File: config.mk
export PLATFORM = sky130hd
export DESIGN_NAME = nibble_link_receiver
export DESIGN_NICKNAME = d
export VERILOG_FILES = /design/src/rtl/nibble_link_receiver.sv
export SDC_FILE = /design/constraint.sdc
export NUM_CORES = 1
export LEC_CHECK = 0
export ABC_CLOCK_PERIOD_IN_PS = 1650
export CORE_UTILIZATION = 43
export DETAILED_ROUTE_END_ITERATION = 10
export PLACE_DENSITY = 0.83
export SYNTH_ARGS = -nofsm -noshare
export SYNTH_HDL_FRONTEND = slang
export SYNTH_SLANG_ARGS = --single-unit
export TNS_END_PERCENT = 20
File: constraint.sdc
create_clock -name clk_i -period 1.65 [get_ports clk_i]
set_clock_uncertainty 0.2 [all_clocks]
set_input_delay 0.33 -clock clk_i [delete_from_list [all_inputs] [get_ports clk_i]]
set_output_delay 0.33 -clock clk_i [all_outputs]
set_load 0.05 [all_outputs]
File: src/rtl/nibble_link_receiver.sv
// rtl/nibble_link_receiver.sv - oversampling 4-bit camera link receiver emitting cam0/cam1 pixel pairs
// Optional row/column tagging and frame-size check under NIBBLE_RX_FRAME_CHECK_EN.
module nibble_link_receiver #(
    parameter int SYNC_STAGES = 2,
    parameter int IMG_WIDTH   = 640,
    parameter int IMG_HEIGHT  = 480
) (
    input  logic        clk_i,
    input  logic        rst_n_i,
    input  logic        link_clk_i,
    input  logic [3:0]  link_data_i,
    input  logic        link_valid_i,
    input  logic        link_sof_i,
    input  logic        link_cam_i,
    output logic [7:0]  pix0_o,
    output logic [7:0]  pix1_o,
    output logic        pair_valid_o,
    output logic        sof_o,
    output logic [15:0] row_o,
    output logic [15:0] col_o,
    output logic        seq_err_o,
    output logic        sof_err_o,
    output logic        frame_err_o
);

    typedef enum logic [1:0] {S0, S1, S2, S3} slot_e;

    // Each stage carries {clk, sof, cam, valid, data} so all link fields stay aligned.
    logic [SYNC_STAGES-1:0][7:0] sync_q;
    logic                        clk_prev_q;
    logic [7:0]                  s_word;
    logic                        s_clk, s_sof, s_cam, s_valid, sample;
    logic [3:0]                  s_data;

    always_ff @(posedge clk_i) begin
        if (!rst_n_i) begin
            sync_q     <= '0;
            clk_prev_q <= 1'b0;
        end else begin
            sync_q[0] <= {link_clk_i, link_sof_i, link_cam_i, link_valid_i, link_data_i};
            for (int i = 1; i < SYNC_STAGES; i++) begin
                sync_q[i] <= sync_q[i-1];
            end
            clk_prev_q <= s_clk;
        end
    end

    assign s_word  = sync_q[SYNC_STAGES-1];
    assign s_clk   = s_word[7];
    assign s_sof   = s_word[6];
    assign s_cam   = s_word[5];
    assign s_valid = s_word[4];
    assign s_data  = s_word[3:0];
    assign sample  = s_clk & ~clk_prev_q;

    slot_e      state_q, state_d;
    logic [3:0] nib0_q, nib0_d, nib1_q, nib1_d, nib2_q, nib2_d;
    logic       sof0_q, sof0_d, sof1_q, sof1_d;
    logic [7:0] pix0_q, pix0_d, pix1_q, pix1_d;
    logic       sof_q, sof_d;
    logic       pair_valid_q, pair_valid_d;
    logic       seq_err_q, seq_err_d;
    logic       sof_err_q, sof_err_d;
    logic       complete;

    always_ff @(posedge clk_i) begin
        if (!rst_n_i) begin
            state_q      <= S0;
            nib0_q       <= '0;
            nib1_q       <= '0;
            nib2_q       <= '0;
            sof0_q       <= 1'b0;
            sof1_q       <= 1'b0;
            pix0_q       <= '0;
            pix1_q       <= '0;
            sof_q        <= 1'b0;
            pair_valid_q <= 1'b0;
            seq_err_q    <= 1'b0;
            sof_err_q    <= 1'b0;
        end else begin
            state_q      <= state_d;
            nib0_q       <= nib0_d;
            nib1_q       <= nib1_d;
            nib2_q       <= nib2_d;
            sof0_q       <= sof0_d;
            sof1_q       <= sof1_d;
            pix0_q       <= pix0_d;
            pix1_q       <= pix1_d;
            sof_q        <= sof_d;
            pair_valid_q <= pair_valid_d;
            seq_err_q    <= seq_err_d;
            sof_err_q    <= sof_err_d;
        end
    end

    always_comb begin
        state_d      = state_q;
        nib0_d       = nib0_q;
        nib1_d       = nib1_q;
        nib2_d       = nib2_q;
        sof0_d       = sof0_q;
        sof1_d       = sof1_q;
        pix0_d       = pix0_q;
        pix1_d       = pix1_q;
        sof_d        = sof_q;
        pair_valid_d = 1'b0;
        seq_err_d    = 1'b0;
        sof_err_d    = 1'b0;
        complete     = 1'b0;
        if (sample) begin
            if (!s_valid) begin
                state_d   = S0;
                seq_err_d = (state_q != S0);
            end else if (s_cam == state_q[1]) begin
                case (state_q)
                    S0: begin nib0_d = s_data; sof0_d = s_sof; state_d = S1; end
                    S1: begin nib1_d = s_data; state_d = S2; end
                    S2: begin nib2_d = s_data; sof1_d = s_sof; state_d = S3; end
                    S3: begin state_d = S0; complete = 1'b1; end
                endcase
            end else if (!s_cam) begin
                // Out-of-place cam0 nibble is treated as the start of a fresh group.
                seq_err_d = 1'b1;
                nib0_d    = s_data;
                sof0_d    = s_sof;
                state_d   = S1;
            end else begin
                seq_err_d = 1'b1;
                state_d   = S0;
            end
        end
        if (complete) begin
            pair_valid_d = 1'b1;
            pix0_d       = {nib1_q, nib0_q};
            pix1_d       = {s_data, nib2_q};
            sof_d        = sof0_q;
            sof_err_d    = sof0_q ^ sof1_q;
        end
    end

    assign pix0_o       = pix0_q;
    assign pix1_o       = pix1_q;
    assign sof_o        = sof_q;
    assign pair_valid_o = pair_valid_q;
    assign seq_err_o    = seq_err_q;
    assign sof_err_o    = sof_err_q;

`ifdef NIBBLE_RX_FRAME_CHECK_EN
    localparam logic [15:0] LAST_COL = 16'(IMG_WIDTH - 1);
    localparam logic [15:0] LAST_ROW = 16'(IMG_HEIGHT - 1);

    // row_q/col_q tag the emitted pair; nrow_q/ncol_q hold the position of the next one.
    logic [15:0] row_q, row_d, col_q, col_d, nrow_q, nrow_d, ncol_q, ncol_d;
    logic        seen_q, seen_d, frame_err_q, frame_err_d;

    always_ff @(posedge clk_i) begin
        if (!rst_n_i) begin
            row_q       <= '0;
            col_q       <= '0;
            nrow_q      <= '0;
            ncol_q      <= '0;
            seen_q      <= 1'b0;
            frame_err_q <= 1'b0;
        end else begin
            row_q       <= row_d;
            col_q       <= col_d;
            nrow_q      <= nrow_d;
            ncol_q      <= ncol_d;
            seen_q      <= seen_d;
            frame_err_q <= frame_err_d;
        end
    end

    always_comb begin
        row_d       = row_q;
        col_d       = col_q;
        nrow_d      = nrow_q;
        ncol_d      = ncol_q;
        seen_d      = seen_q;
        frame_err_d = 1'b0;
        if (complete) begin
            if (sof0_q) begin
                frame_err_d = seen_q && !(row_q == LAST_ROW && col_q == LAST_COL);
                seen_d      = 1'b1;
                row_d       = '0;
                col_d       = '0;
            end else begin
                row_d = nrow_q;
                col_d = ncol_q;
            end
            if (col_d == LAST_COL) begin
                ncol_d = '0;
                nrow_d = (row_d == 16'hFFFF) ? row_d : row_d + 16'd1;
            end else begin
                ncol_d = col_d + 16'd1;
                nrow_d = row_d;
            end
        end
    end

    assign row_o       = row_q;
    assign col_o       = col_q;
    assign frame_err_o = frame_err_q;
`else
    assign row_o       = '0;
    assign col_o       = '0;
    assign frame_err_o = 1'b0;
`endif

endmodule

==> summary.md <==
| Metric | Value |
|---|---|
| Outcome | complete, no violations |
| Routed Wire Length | 3390 um |
| Synth Cell Area | 0.00233 sq mm |
| Total power draw | 0.00225 W |
| Worst Hold Class | in2reg |
| CTS tree | built |
| Total core area | 0.00517 sq mm |
| Endpoints failing setup | 0 |
| H-tree Lvls | 2 |
| Initial Utilization | 0.450 |
| Die Area | 0.00571 sq mm |
| Global-route wire length before repair | 5750 um |
| Via count | 1450 |
| Layout area overhead | 25.0% |
| Max Freq | 0.633 GHz |
| CP bufs+invs | 1 |
| Crit-path cells | inv_1 -> ha_2 -> maj3_2 -> nand2_4 -> mux2i_1 |
| RePlAce Congestion | 0.739 |
| Ports | 63 |
| Hold Vio Cnt, Final | 0 |
| DRT Pass-1 Iters | 3 |
| Number of warnings issued by yosys | 0 |
| Most frequent cells in the layout | 50 x dfxtp_1, 33 x conb_1, 31 x nand2_1 |
| Vias in the first global route | 1246 |
| Crit Path Max Fanout | 7 |
| Arrival time worst endpoint | 1.61 ns |
| Grt total ovfl | 0 |
| RSZ-0062 raised after global routing | true |
| Mapped Avg Cell Area | 9.99 sq um |
| Number of synthesized register bits | 53 |
| Slew Limit Fails | 0 |
| CTS Sinks | 53 |
| DRT iter0 DRCs | 49 |
| Layout cells sized above 1 | 0.275 |
| HPWL Detailed | 2470 um |
| DRC errors left | 0 |
| Placed cell area | 0.00280 sq mm |
| Max IR drop VDD | 0.402 mV |
| Max Root-Sink Buffers | 2 |
| Design area | 0.00291 sq mm |
| WP data required | 1.68 ns |
| Maximum capacitance violations | 0 |
| Die Y-Extent | 75.6 um |
| Initial antenna violation count | 0 |
| Final Cycle Share | 0.958 |
| CP delay by family, top | adder cells |
| Diodes inserted | 0 |
| Total global-route track usage | 0.136 |
| Skew-Pair Late Insertion Delay | 0.31 ns |
| Cells after Synth | 233 |
| TritonCTS buffer count | 5 |
| Drt wl/cell | 10.1 um |
| Slowest stage delay, CP | 0.41 ns |
| DRT antenna net count | 0 |
| Cell row count | 26 |
| Worst Setup Path Type | reg2reg |
| Post-synthesis cell type count | 26 |
| Chip Width | 75.6 um |
| Leakage power | 1.22 nW |
| Tmin final | 1.58 ns |
| Register area share after synthesis | 0.456 |
| Vias per cell | 4.33 |
| P per Cell Area | 775 mW/mm^2 |
| Largest net degree at the start of global routing | 34 |
| Clock transition at path regs | 0.08 ns |
| Final Net Count | 279 |
| PortBufs | 29 |
| CP max stage cell | dfxtp_4 |
| CP startpoint kind | register |
| Critical Path End Type | register |
| Root Buffer | clkbuf_8 |
| Commonest non-fill, non-tap cell in the layout | dfxtp_1 |
-- where the power goes --
part / switching (W) / total [W] / internal (W)
Sequential: 0.0000121 / 0.00131 / 0.00130
Clock: 0.000394 / 0.000695 / 0.000301
Combinational: 0.000204 / 0.000252 / 0.0000485
-- logic make-up (layout without fill, tap and decap cells) --
logic type	Yosys count	after routing	synth area share
AO/OA/AOI/OAI	19	19	0.0699
XOR/XNOR	2	2	0.0108
adder cells (fa/ha/maj)	7	7	0.0355
buffers and inverters	49	49	0.147
flip-flops	53	53	0.456
multiplexers	15	15	0.0645
other	1	33	0.00161
AND/OR/NAND/NOR	87	87	0.215
-- registers in the layout, indices dropped and copies added, names as in the netlist --
register	cells
clk_prev_q	1
nib0_q	4
nib1_q	4
nib2_q	4
pair_valid_o	1
pix0_o	8
pix1_o	8
s_word	8
seq_err_o	1
sof0_q	1
sof1_q	1
sof_err_o	1
sof_o	1
state_q	2
sync_q	8
-- final timing paths --
| path | start | slack (ns) | to | cells after the start |
|---|---|---|---|---|
| hold / removal | rst_n_i | 0.22 | state_q[1] | 2 |
| setup reg to reg | state_q[1] | 0.07 | sof0_q | 5 |
| setup / recovery | state_q[1] | 0.07 | sof0_q | 5 |
| hold reg to reg | sync_q[0] | 0.24 | s_word[0] | 1 |
-- area by class of cell --
cell class	count	area [sq um]
Clock buffer	7	76.3
Clock inverter	1	7.51
Fill cell	446	2260
Inverter	3	11.3
Multi-Input combinational cell	163	1070
Sequential cell	53	1070
Tap cell	70	87.6
Timing Repair Buffer	38	591
-- what timing repair did --
item / CTS / global route
setup buffers: 0 / 0
endpoints found under the setup margin: 5 / 8
gates resized for setup: 3 / 5
hold buffers: 0 / 0
pin swaps: 1 / 1
-- per-layer routing --
metal / up-vias / share of wire / global-route usage
met5: - / 0 / 0
met2: 33 / 0.46 / 0.210
li1: 746 / - / -
met1: 664 / 0.48 / 0.179
met3: 7 / 0.045 / 0.0437
met4: 0 / 0.015 / 0.0494
-- Yosys cell counts --
| master | n | area (sq um) |
|---|---|---|
| buf_6 | 4 | 45.0 |
| nand3_1 | 9 | 45.0 |
| o21ai_2 | 17 | 149 |
| buf_4 | 34 | 255 |
| nor2b_1 | 10 | 62.6 |
| ha_1 | 5 | 62.6 |
| o22ai_1 | 1 | 6.26 |
| maj3_1 | 2 | 20.0 |
| mux2i_1 | 15 | 150 |
| xnor2_2 | 1 | 16.3 |
| and3b_1 | 1 | 8.76 |
| conb_1 | 1 | 3.75 |
| nor2_1 | 2 | 7.51 |
| inv_1 | 3 | 11.3 |
| and3_4 | 1 | 11.3 |
| nand2_1 | 31 | 116 |
| a21boi_0 | 1 | 7.51 |
| nand2_2 | 1 | 6.26 |
| buf_2 | 1 | 5.00 |
| dfxtp_1 | 53 | 1060 |
| and3_1 | 2 | 12.5 |
| and2_1 | 18 | 113 |
| xor2_1 | 1 | 8.76 |
| clkbuf_1 | 7 | 26.3 |
| nand4_1 | 1 | 6.26 |
| nand3_2 | 11 | 110 |
-- per-stage QoR --
| step | std cells | setup WS, ns | TNS [ns] | utilization | hold WS [ns] |
|---|---|---|---|---|---|
| floorplan | 265 | 0.0656 | 0 | - | 0.212 |
| detailed placement | 327 | -0.0301 | -0.0848 | 0.540 | 0.223 |
| finish | 335 | 0.0690 | 0 | 0.562 | 0.218 |
| global route | 335 | -0.0180 | -0.0180 | 0.562 | 0.219 |
| global placement | 327 | 0.0590 | 0 | 0.540 | 0.217 |
| CTS | 335 | 0.0128 | 0 | 0.558 | 0.216 |
(Power assumes the default switching activity.)
